==> src/rtl/mv_drain_if.sv <==
// mv_drain_if: output element stream of the drain engine.
// Ports: m_valid/m_data/m_last from the drain, m_ready from the consumer.
interface mv_drain_if #(parameter int RW = 8);
  logic m_valid;
  logic m_ready;
  logic [RW-1:0] m_data;
  logic m_last;
  modport master (output m_valid, m_data, m_last, input m_ready);
  modport slave (input m_valid, m_data, m_last, output m_ready);
endinterface

==> src/rtl/mv_drain.sv <==
// mv_drain: reads N result words from a BRAM starting at base_addr and streams them out.
// Ports: clk; rst (async, active-low); start/base_addr run request; rd_en/rd_addr/rd_data BRAM
// read port (data one cycle after rd_en); m stream (valid/ready/data/last); busy; done pulse.
module mv_drain #(
  parameter int N = 4,
  parameter int RW = 8,
  parameter int BRAM_DEPTH = 32,
  localparam int AW = $clog2(BRAM_DEPTH),
  localparam int CW = $clog2(N) + 1
) (
  input  logic clk,
  input  logic rst,
  input  logic start,
  input  logic [AW-1:0] base_addr,
  output logic rd_en,
  output logic [AW-1:0] rd_addr,
  input  logic [RW-1:0] rd_data,
  mv_drain_if.master m,
  output logic busy,
  output logic done
);
  typedef enum logic [1:0] {IDLE, READ, FLUSH} state_t;
  state_t state_q, state_d;
  logic [AW-1:0] rd_addr_q, rd_addr_d;
  logic [CW-1:0] iss_q, iss_d, dlv_q, dlv_d;
  logic pend_q, pend_d, wp_q, wp_d, rp_q, rp_d, done_q, done_d;
  logic [1:0] cnt_q, cnt_d, occ;
  logic [RW-1:0] fifo_q [2];
  logic [RW-1:0] fifo_d [2];
  logic hs, accept, last_rd;
  always_comb begin
    m.m_valid = cnt_q != 2'd0;
    m.m_data = fifo_q[rp_q];
    m.m_last = m.m_valid && dlv_q == CW'(N - 1);
    hs = m.m_valid && m.m_ready;
    accept = state_q == IDLE && start;
    // Reads in flight count against FIFO space so returning data always has a slot.
    occ = cnt_q + {1'b0, pend_q};
    rd_en = state_q == READ && (occ < 2'd2 || (occ == 2'd2 && hs));
    last_rd = rd_en && iss_q == CW'(N - 1);
    state_d = accept ? READ :
              (state_q == READ && last_rd) ? FLUSH :
              (state_q == FLUSH && hs && m.m_last) ? IDLE : state_q;
    rd_addr_d = accept ? base_addr :
                !rd_en ? rd_addr_q :
                rd_addr_q == AW'(BRAM_DEPTH - 1) ? '0 : rd_addr_q + AW'(1);
    iss_d = accept ? '0 : iss_q + CW'(rd_en);
    dlv_d = accept ? '0 : dlv_q + CW'(hs);
    pend_d = rd_en;
    wp_d = wp_q ^ pend_q;
    rp_d = rp_q ^ hs;
    cnt_d = cnt_q + {1'b0, pend_q} - {1'b0, hs};
    fifo_d = fifo_q;
    fifo_d[wp_q] = pend_q ? rd_data : fifo_q[wp_q];
    done_d = state_q == FLUSH && hs && m.m_last;
    busy = state_q != IDLE;
    done = done_q;
    rd_addr = rd_addr_q;
  end
  always_ff @(posedge clk or negedge rst) begin
    if (!rst) begin
      state_q <= IDLE;
      rd_addr_q <= '0;
      iss_q <= '0;
      dlv_q <= '0;
      pend_q <= 1'b0;
      wp_q <= 1'b0;
      rp_q <= 1'b0;
      cnt_q <= '0;
      done_q <= 1'b0;
      fifo_q[0] <= '0;
      fifo_q[1] <= '0;
    end else begin
      state_q <= state_d;
      rd_addr_q <= rd_addr_d;
      iss_q <= iss_d;
      dlv_q <= dlv_d;
      pend_q <= pend_d;
      wp_q <= wp_d;
      rp_q <= rp_d;
      cnt_q <= cnt_d;
      done_q <= done_d;
      fifo_q <= fifo_d;
    end
  end
endmodule

==> src/flat_wrapper.sv <==
// flat-port wrapper written by rule: the top's interface ports become plain ports
module mv_drain_flat 
#(
  parameter int N = 4,
  parameter int RW = 8,
  parameter int BRAM_DEPTH = 32,
  localparam int AW = $clog2(BRAM_DEPTH),
  localparam int CW = $clog2(N) + 1
)
  (clk, rst, start, base_addr, rd_en, rd_addr, rd_data, busy, done, m_m_valid, m_m_data, m_m_last, m_m_ready);
  mv_drain_if #(.RW(RW)) m_i ();
  input  logic clk;
  input  logic rst;
  input  logic start;
  input  logic [AW-1:0] base_addr;
  output logic rd_en;
  output logic [AW-1:0] rd_addr;
  input  logic [RW-1:0] rd_data;
  output logic busy;
  output logic done;
  output wire logic [$bits(m_i.m_valid)-1:0] m_m_valid;
  output wire logic [$bits(m_i.m_data)-1:0] m_m_data;
  output wire logic [$bits(m_i.m_last)-1:0] m_m_last;
  input wire logic [$bits(m_i.m_ready)-1:0] m_m_ready;
  assign m_m_valid = m_i.m_valid;
  assign m_m_data = m_i.m_data;
  assign m_m_last = m_i.m_last;
  assign m_i.m_ready = m_m_ready;
  mv_drain #(.N(N), .RW(RW), .BRAM_DEPTH(BRAM_DEPTH)) u_core (.clk(clk), .rst(rst), .start(start), .base_addr(base_addr), .rd_en(rd_en), .rd_addr(rd_addr), .rd_data(rd_data), .m(m_i), .busy(busy), .done(done));
endmodule
==> config.mk <==
export PLATFORM = sky130hd
export DESIGN_NAME = mv_drain_flat
export DESIGN_NICKNAME = d
export VERILOG_FILES = /design/src/rtl/mv_drain_if.sv /design/src/rtl/mv_drain.sv /design/src/flat_wrapper.sv
export SDC_FILE = /design/constraint.sdc
export NUM_CORES = 1
export LEC_CHECK = 0
export ABC_AREA = 1
export BUFFER_PORTS_ARGS = -buffer_cell sky130_fd_sc_hd__buf_4
export CAP_MARGIN = 30
export CORE_UTILIZATION = 40
export DETAILED_ROUTE_END_ITERATION = 10
export GPL_ROUTABILITY_DRIVEN = 0
export HOLD_SLACK_MARGIN = 0.15
export PLACE_DENSITY = 0.65
export SLEW_MARGIN = 20
export SYNTH_ARGS = -nofsm -noshare
export SYNTH_HDL_FRONTEND = slang
export SYNTH_SLANG_ARGS = --single-unit
export TNS_END_PERCENT = 30
==> constraint.sdc <==
create_clock -name clk -period 2.15 [get_ports clk]
set_input_delay 0 -clock clk [delete_from_list [all_inputs] [get_ports clk]]
set_output_delay 0 -clock clk [all_outputs]
set_load 0.02 [all_outputs]
==> results of run 1 <==
kinds of logic (layout without fill, tap and decap cells):
| group | count (synthesis) | after routing | synth area share (%) |
|---|---|---|---|
| buffers and inverters | 45 | 98 | 11.3 |
| AO/OA/AOI/OAI | 34 | 34 | 10.0 |
| XOR/XNOR | 6 | 6 | 2.77 |
| flip-flops | 35 | 35 | 46.1 |
| AND/OR/NAND/NOR | 112 | 112 | 24.5 |
| adder cells (fa/ha/maj) | 8 | 8 | 5.27 |
final cells by class:
| cell class | count | area [µm²] | share of cell area, % |
|---|---|---|---|
| Tap cell | 52 | 65.1 | 2.68 |
| Clock inverter | 1 | 5.00 | 0.206 |
| Clock buffer | 7 | 76.3 | 3.15 |
| Timing Repair Buffer | 55 | 460 | 19.0 |
| Multi-Input combinational cell | 160 | 811 | 33.4 |
| Sequential cell | 35 | 877 | 36.2 |
| Inverter | 35 | 131 | 5.42 |
Yosys cell counts (all sizes together):
library cell  number  area (µm²)
nor2              12        47.6
o21ai             25         125
clkbuf             1        13.8
buf                9        70.1
nand4              2        12.5
inv               35         131
xor2               3        26.3
xnor2              3        26.3
and3               1        6.26
dfrtp             35         876
ha                 8         100
a21oi              1        5.00
nand2             88         353
nand3              9        45.0
o211ai             8        60.1
layer usage:
layer  track usage [%]  vias to the layer above  routed length [µm]
met5                 0                        -                   0
met4              9.56                        0                  76
met3              4.27                       11                 182
met2              30.3                       32                1750
met1              21.0                      736                1830
li1                  -                      849                   -
what timing repair did:
| item | in CTS | in global routing |
|---|---|---|
| hold buffers | 19 | 0 |
| hold endpoints to repair | 60 | 0 |
| gates resized for setup | 0 | 2 |
| setup endpoints to repair | 0 | 2 |
| buffers inserted | 0 | 0 |
flip-flops by register name, summed over array words and instances (netlist names), 2 cells and up:
signal          count
u_core.cnt_q        2
u_core.dlv_q        3
u_core.fifo_q      16
u_core.iss_q        3
u_core.rd_addr      5
u_core.state_q      2
worst reg2reg max path, cell delays in order (launching register included):
cell and delay [ps]:
dfrtp_2 450, ha_1 230, and3_1 180, ha_1 200, a21oi_2 140, nand2_1 60, nand2_1 60, dlygate4sd3_1 560
nand2_1 60, nand2_1 50
worst max-delay path by stage:
stage / start / end / slack, ps / cells after the start
final: u_core.rd_addr[0]$_DFFE_PN0P_ / u_core.rd_addr[2]$_DFFE_PN0P_ / 90 / 9
after global routing: u_core.rd_addr[0]$_DFFE_PN0P_ / u_core.rd_addr[2]$_DFFE_PN0P_ / 20 / 9
after CTS: u_core.rd_addr[0]$_DFFE_PN0P_ / u_core.rd_addr[2]$_DFFE_PN0P_ / 70 / 9
after detailed placement: u_core.pend_q$_DFF_PN0_ / u_core.iss_q[2]$_DFF_PN0_ / 330 / 10
after global placement: u_core.cnt_q[0]$_DFF_PN0_ / u_core.iss_q[2]$_DFF_PN0_ / 410 / 11
after floorplan: u_core.cnt_q[0]$_DFF_PN0_ / u_core.iss_q[2]$_DFF_PN0_ / 390 / 11
per-stage QoR:
| step | hold slack (ps) | util [%] | instances | area (µm²) | setup slack [ps] |
|---|---|---|---|---|---|
| after floorplan | -296 | - | 240 | 1900 | 394 |
| after global placement | -17.1 | 48.4 | 318 | 2150 | 410 |
| after detailed placement | -15.4 | 48.4 | 318 | 2150 | 331 |
| after CTS | 211 | 54.5 | 345 | 2420 | 66.4 |
| after global routing | 247 | 54.6 | 345 | 2430 | 25.0 |
| final | 194 | 54.6 | 345 | 2430 | 90.6 |
power groups by stage:
stage	clock network, mW	registers, mW	logic, mW
floorplan	0	1.19	1.44
global placement	0	1.25	1.83
detailed placement	0	1.25	1.87
CTS	0.477	1.25	1.95
global route	0.510	1.30	2.23
finish	0.462	1.24	1.93
==> flow_metrics.tcl, run 1 <==
set metrics [dict create \
    crit_buf_inv 1 \
    yosys_warnings 0 \
    ios 35 \
    clk_latency_ps 300 \
    path_clk_slew_ps 70 \
    reg2reg_to "u_core.rd_addr[2]$_DFFE_PN0P_" \
    power.share.clock_pct 12.7 \
    cts_tree "done" \
    hp-class "in2async" \
    syn-num-nets 265 \
    rsz0062_at_grt "no" \
    core_area_mm2 0.00444 \
    powerDensity_mw_per_mm2 1500 \
    final_common_cell "nand2_1" \
    start_util_pct 42.7 \
    setup_viol 0 \
    drive_above_1_share_pct 17.7 \
    drtAntennaViolNets 0 \
    die_w_um 70.9 \
    fmax_mhz 486 \
    timing.slew.headroom_pct 65.2 \
    grt_pass1_wl_um 6910 \
    crit_chain "ha_1, and3_1, ha_1, a21oi_2, nand2_1, nand2_1, dlygate4sd3_1, nand2_1, nand2_1" \
    grt_max_degree 36 \
    clock_path_buffers 2 \
    cts_root_buffer "clkbuf_8" \
    switching_share_pct 44.7 \
    leakagePower_nw 1.32 \
    seqPwrFrac_pct 34.2 \
    area_growth_pct 27.8 \
    cts_sinks 35 \
    ir_drop_uv 642 \
    post-route-period-util_pct 95.8 \
    start_kind "flip-flop" \
    nets 317 \
    power.total_mw 3.64 \
    final_cell_mix "83 x nand2_1, 36 x buf_4, 34 x dfrtp_1, 33 x inv_1, 19 x dlygate4sd3_1" \
    ys_ff_latch 35 \
    port_buffers 34 \
    worst_r2r_path_depth 9 \
    vias_per_cell 4.72 \
    track_usage_pct 17.9 \
    synthesis.area_mm2 0.00190 \
    p_int_mw 2.01 \
    tns_ps 0 \
    r2r-start "u_core.rd_addr[0]$_DFFE_PN0P_" \
    avgSynthCellArea_um2 7.91 \
    path_delay_family "buffers and inverters" \
    share_comb_of_total_power_pct 53.1 \
    crit_arrival_ps 2290 \
    wl_um 3840 \
    firstDrtPassIters 7 \
    cts_max_level 2 \
    vias 1628 \
    num-fill-cells 431 \
    outcome "completed" \
    finalClockSkew_ps 7.67 \
    crit_type "reg2reg" \
    setup.worst_path.end_class "flip-flop" \
    grt_overflow 0 \
    critPathMaxStageDelay_ps 560 \
    drc 0 \
    cp_max_fo 6 \
    seq_area_frac_synth_pct 46.1 \
    period_needed_ps 2060 \
    rrSetupSlack_ps 90 \
    netSwitchingPower_mw 1.63 \
    yosysUniqueCellTypes 21 \
    drt-wirelength-per-cell_um 11.1 \
    cpMaxStageDelayCell "dlygate4sd3_1" \
    place_hpwl_um 2510 \
    dieArea_mm2 0.00502 \
    drt-initial-drc-count 97 \
    first_global_vias 1622 \
    report.final.slew_viol_count 0 \
    diodes 0 \
    hold_viol 0 \
    cap_violations 0 \
    tightest_slew_ps 523 \
    std_cell_rows 24 \
    syn_inst 240 \
    worst_path_most_repeated_cell "nand2_1" \
    critPathRequiredTime_ps 2380 \
    numCtsBuffers 5 \
    antenna_found_initial 0 \
    die_y_um 70.9 \
]
Note: power is estimated with default switching activity, not from simulation.
==> run 2, diff against run 1 <==
Settings changed: ABC_AREA 1 to default, PLACE_DENSITY 0.65 to 0.66, SKIP_CTS_REPAIR_TIMING from default to 1.
==> run 2 against run 1 <==
Against the previous run:
- power decreased by 5.3%
- sequential power about the same
- first-iteration DRC count decreased by 70%
- clock skew decreased by 4.6 ps
- largest cell class unchanged
==> flow_metrics.tcl, run 2 <==
set metrics [dict create \
    outcome "completed" \
    setup_ws_ps 147 \
    syn_inst 126 \
    diodes 0 \
    post-place-cells 210 \
    cts_tree "done" \
    switching_share_pct 36.7 \
    yosys_warnings 0 \
    dp_slack_ps 29.8 \
    timing.slew.headroom_pct 70.7 \
    track_usage_pct 17.0 \
    numCtsBuffers 5 \
    synth_top_area_share_pct 53.0 \
    power.share.clock_pct 14.8 \
    p_int_mw 2.18 \
    path_clk_slew_ps 70 \
    dpl_cell_area_mm2 0.00198 \
    powerDensity_mw_per_mm2 1540 \
    drt-wirelength-per-cell_um 14.0 \
    std_cell_rows 23 \
    critPathRequiredTime_ps 2320 \
    synth_common_cells "35 x dfrtp_1, 24 x mux2_2, 8 x ha_1, 6 x nor2_1" \
    drive_above_1_share_pct 39.3 \
    vias 1156 \
    core_area_mm2 0.00397 \
    synth_top_flop_cell "dfrtp_1" \
    top_register "u_core.fifo_q" \
    yosysUniqueCellTypes 32 \
    critPathLaunch "u_core.cnt_q[0]$_DFF_PN0_" \
    finalClockSkew_ps 3.06 \
    worst_path_most_repeated_cell "ha_1" \
    netlist_top_cells_area "dfrtp_1 53%, mux2_2 16%, ha_1 6.1%" \
    fin_area_mm2 0.00224 \
    start_kind "flip-flop" \
    yosysMostFrequentCell "dfrtp_1" \
    wl_um 3250 \
    tightest_slew_ps 439 \
    ir_drop_uv 634 \
    netSwitchingPower_mw 1.26 \
    area_growth_pct 35.7 \
    crit_chain "ha_4, or3b_4, o211ai_4, inv_1, ha_1, ha_1, xnor2_1, nor2_1" \
    grt_overflow 0 \
    crit_type "reg2reg" \
    final_cell_mix "36 x buf_4, 34 x dfrtp_1, 24 x mux2_2, 15 x dlygate4sd3_1" \
    final-instance-count-excl-fill 233 \
    rsz0062_at_grt "no" \
    path_delay_family "adder cells" \
    ios 35 \
    largest_register_ff_count 16 \
    cts_sinks 35 \
    cap_violations 0 \
    period_needed_ps 2000 \
    hold_slack_ps 170 \
    setup.worst_path.end_class "flip-flop" \
    leakagePower_nw 1.04 \
    crit_buf_inv 1 \
    grt_pass1_wl_um 5330 \
    first_global_vias 1199 \
    nets 207 \
    port_buffers 34 \
    seqPwrFrac_pct 36.7 \
    ys_ff_latch 35 \
    crit_arrival_ps 2170 \
    hp-class "in2reg" \
    start_util_pct 41.6 \
    drtAntennaViolNets 0 \
    syn-num-nets 151 \
    timing.hold.worst.start "start" \
    drc 0 \
    drt-initial-drc-count 29 \
    share_comb_of_total_power_pct 48.5 \
    clk_latency_ps 280 \
    antenna_found_initial 0 \
    cp_max_fo 9 \
    place_hpwl_um 2390 \
    synthArstFlopShare_pct 100 \
    synth_edf_count 0 \
    tns_ps 0 \
    seq_area_frac_synth_pct 53.0 \
    hold_viol 0 \
    report.final.slew_viol_count 0 \
    synth_top_cell_by_area "dfrtp_1" \
    r2r-start "u_core.cnt_q[0]$_DFF_PN0_" \
    avgSynthCellArea_um2 13.1 \
    cpMaxStageDelayCell "dfrtp_1" \
    dieArea_mm2 0.00439 \
    cts_root_buffer "clkbuf_8" \
    die_y_um 66.3 \
    critPathMaxStageDelay_ps 410 \
    fmax_mhz 499 \
    post-route-period-util_pct 93.2 \
    die_w_um 66.3 \
    synthesis.area_mm2 0.00165 \
    clock_path_buffers 2 \
    grt_max_degree 36 \
    vias_per_cell 4.96 \
    cts_max_level 2 \
    firstDrtPassIters 4 \
    setup_viol 0 \
    final_common_cell "buf_4" \
]
-- run 2: cell types whose count changed in the layout (fill, tap and decap cells not counted), sizes merged, moves of 2 or more --
cell,before,now
mux2,0,28
o21ai,25,2
nand3,9,3
nor2,12,6
o211ai,8,3
inv,35,5
nand2,88,4
a31oi,0,2
dlygate4sd3,19,15
and2,0,5
nor2b,0,2
nand4,2,0
a21oi,1,3
-- run 2: cell families (layout without fill, tap and decap cells) --
group	count (synthesis)	after routing	synth area share (%)
fa+ha+maj	8	8	6.06
simple gates	31	31	11.1
mux	28	28	19.1
buf+inv	7	64	1.59
flops	35	35	53.0
compound gates	11	11	4.84
xor+xnor	6	6	4.32
-- run 2: tightest hold or removal path: stages --
cell and delay, ps:
buf_4 110, nand3_1 220, nand2_1 80
-- run 2: path summary, 6_finish.rpt --
path                                                      end  cells past startpoint  slack (ps)
worst max-delay path                u_core.iss_q[2]$_DFF_PN0_                      8         150
worst min-delay path            u_core.state_q[0]$_DFFE_PN0P_                      3         170
worst min register to register   u_core.fifo_q[8]$_DFFE_PN0N_                      1         490
worst max register to register      u_core.iss_q[2]$_DFF_PN0_                      8         150
max in group asynchronous             u_core.pend_q$_DFF_PN0_                      2        1610
min in group asynchronous        u_core.fifo_q[9]$_DFFE_PN0N_                      2         200
-- run 2: area by class of cell --
cell class	instances	area [µm²]
repair buffers	51	420
inverters	5	18.8
flip-flops and latches	35	877
well taps	50	62.6
multi-input cells	84	763
fillers	341	1730
clock buffers	8	100
-- run 2: power by group through the flow --
stage               sequential (mW)  combinational (mW)  clock [mW]
finish                         1.27                1.67       0.510
global placement               1.23                1.60           0
detailed placement             1.27                1.66           0
CTS                            1.26                1.67       0.530
global route                   1.31                1.84       0.562
floorplan                      1.23                1.12           0
-- run 2: per-stage QoR --
stage / util, % / power, mW
after floorplan: - / 2.35
after global placement: 49.8 / 2.84
after detailed placement: 49.8 / 2.92
after CTS: 52.3 / 3.45
after global routing: 56.5 / 3.72
final: 56.5 / 3.45
-- run 2: layer usage --
| metal | vias to the layer above | GRT usage (%) | routed length [µm] |
|---|---|---|---|
| met3 | 6 | 6.21 | 174 |
| met5 | - | 0 | 0 |
| met2 | 31 | 29.7 | 1660 |
| met1 | 564 | 18.1 | 1360 |
| met4 | 0 | 7.98 | 60 |
| li1 | 555 | - | - |
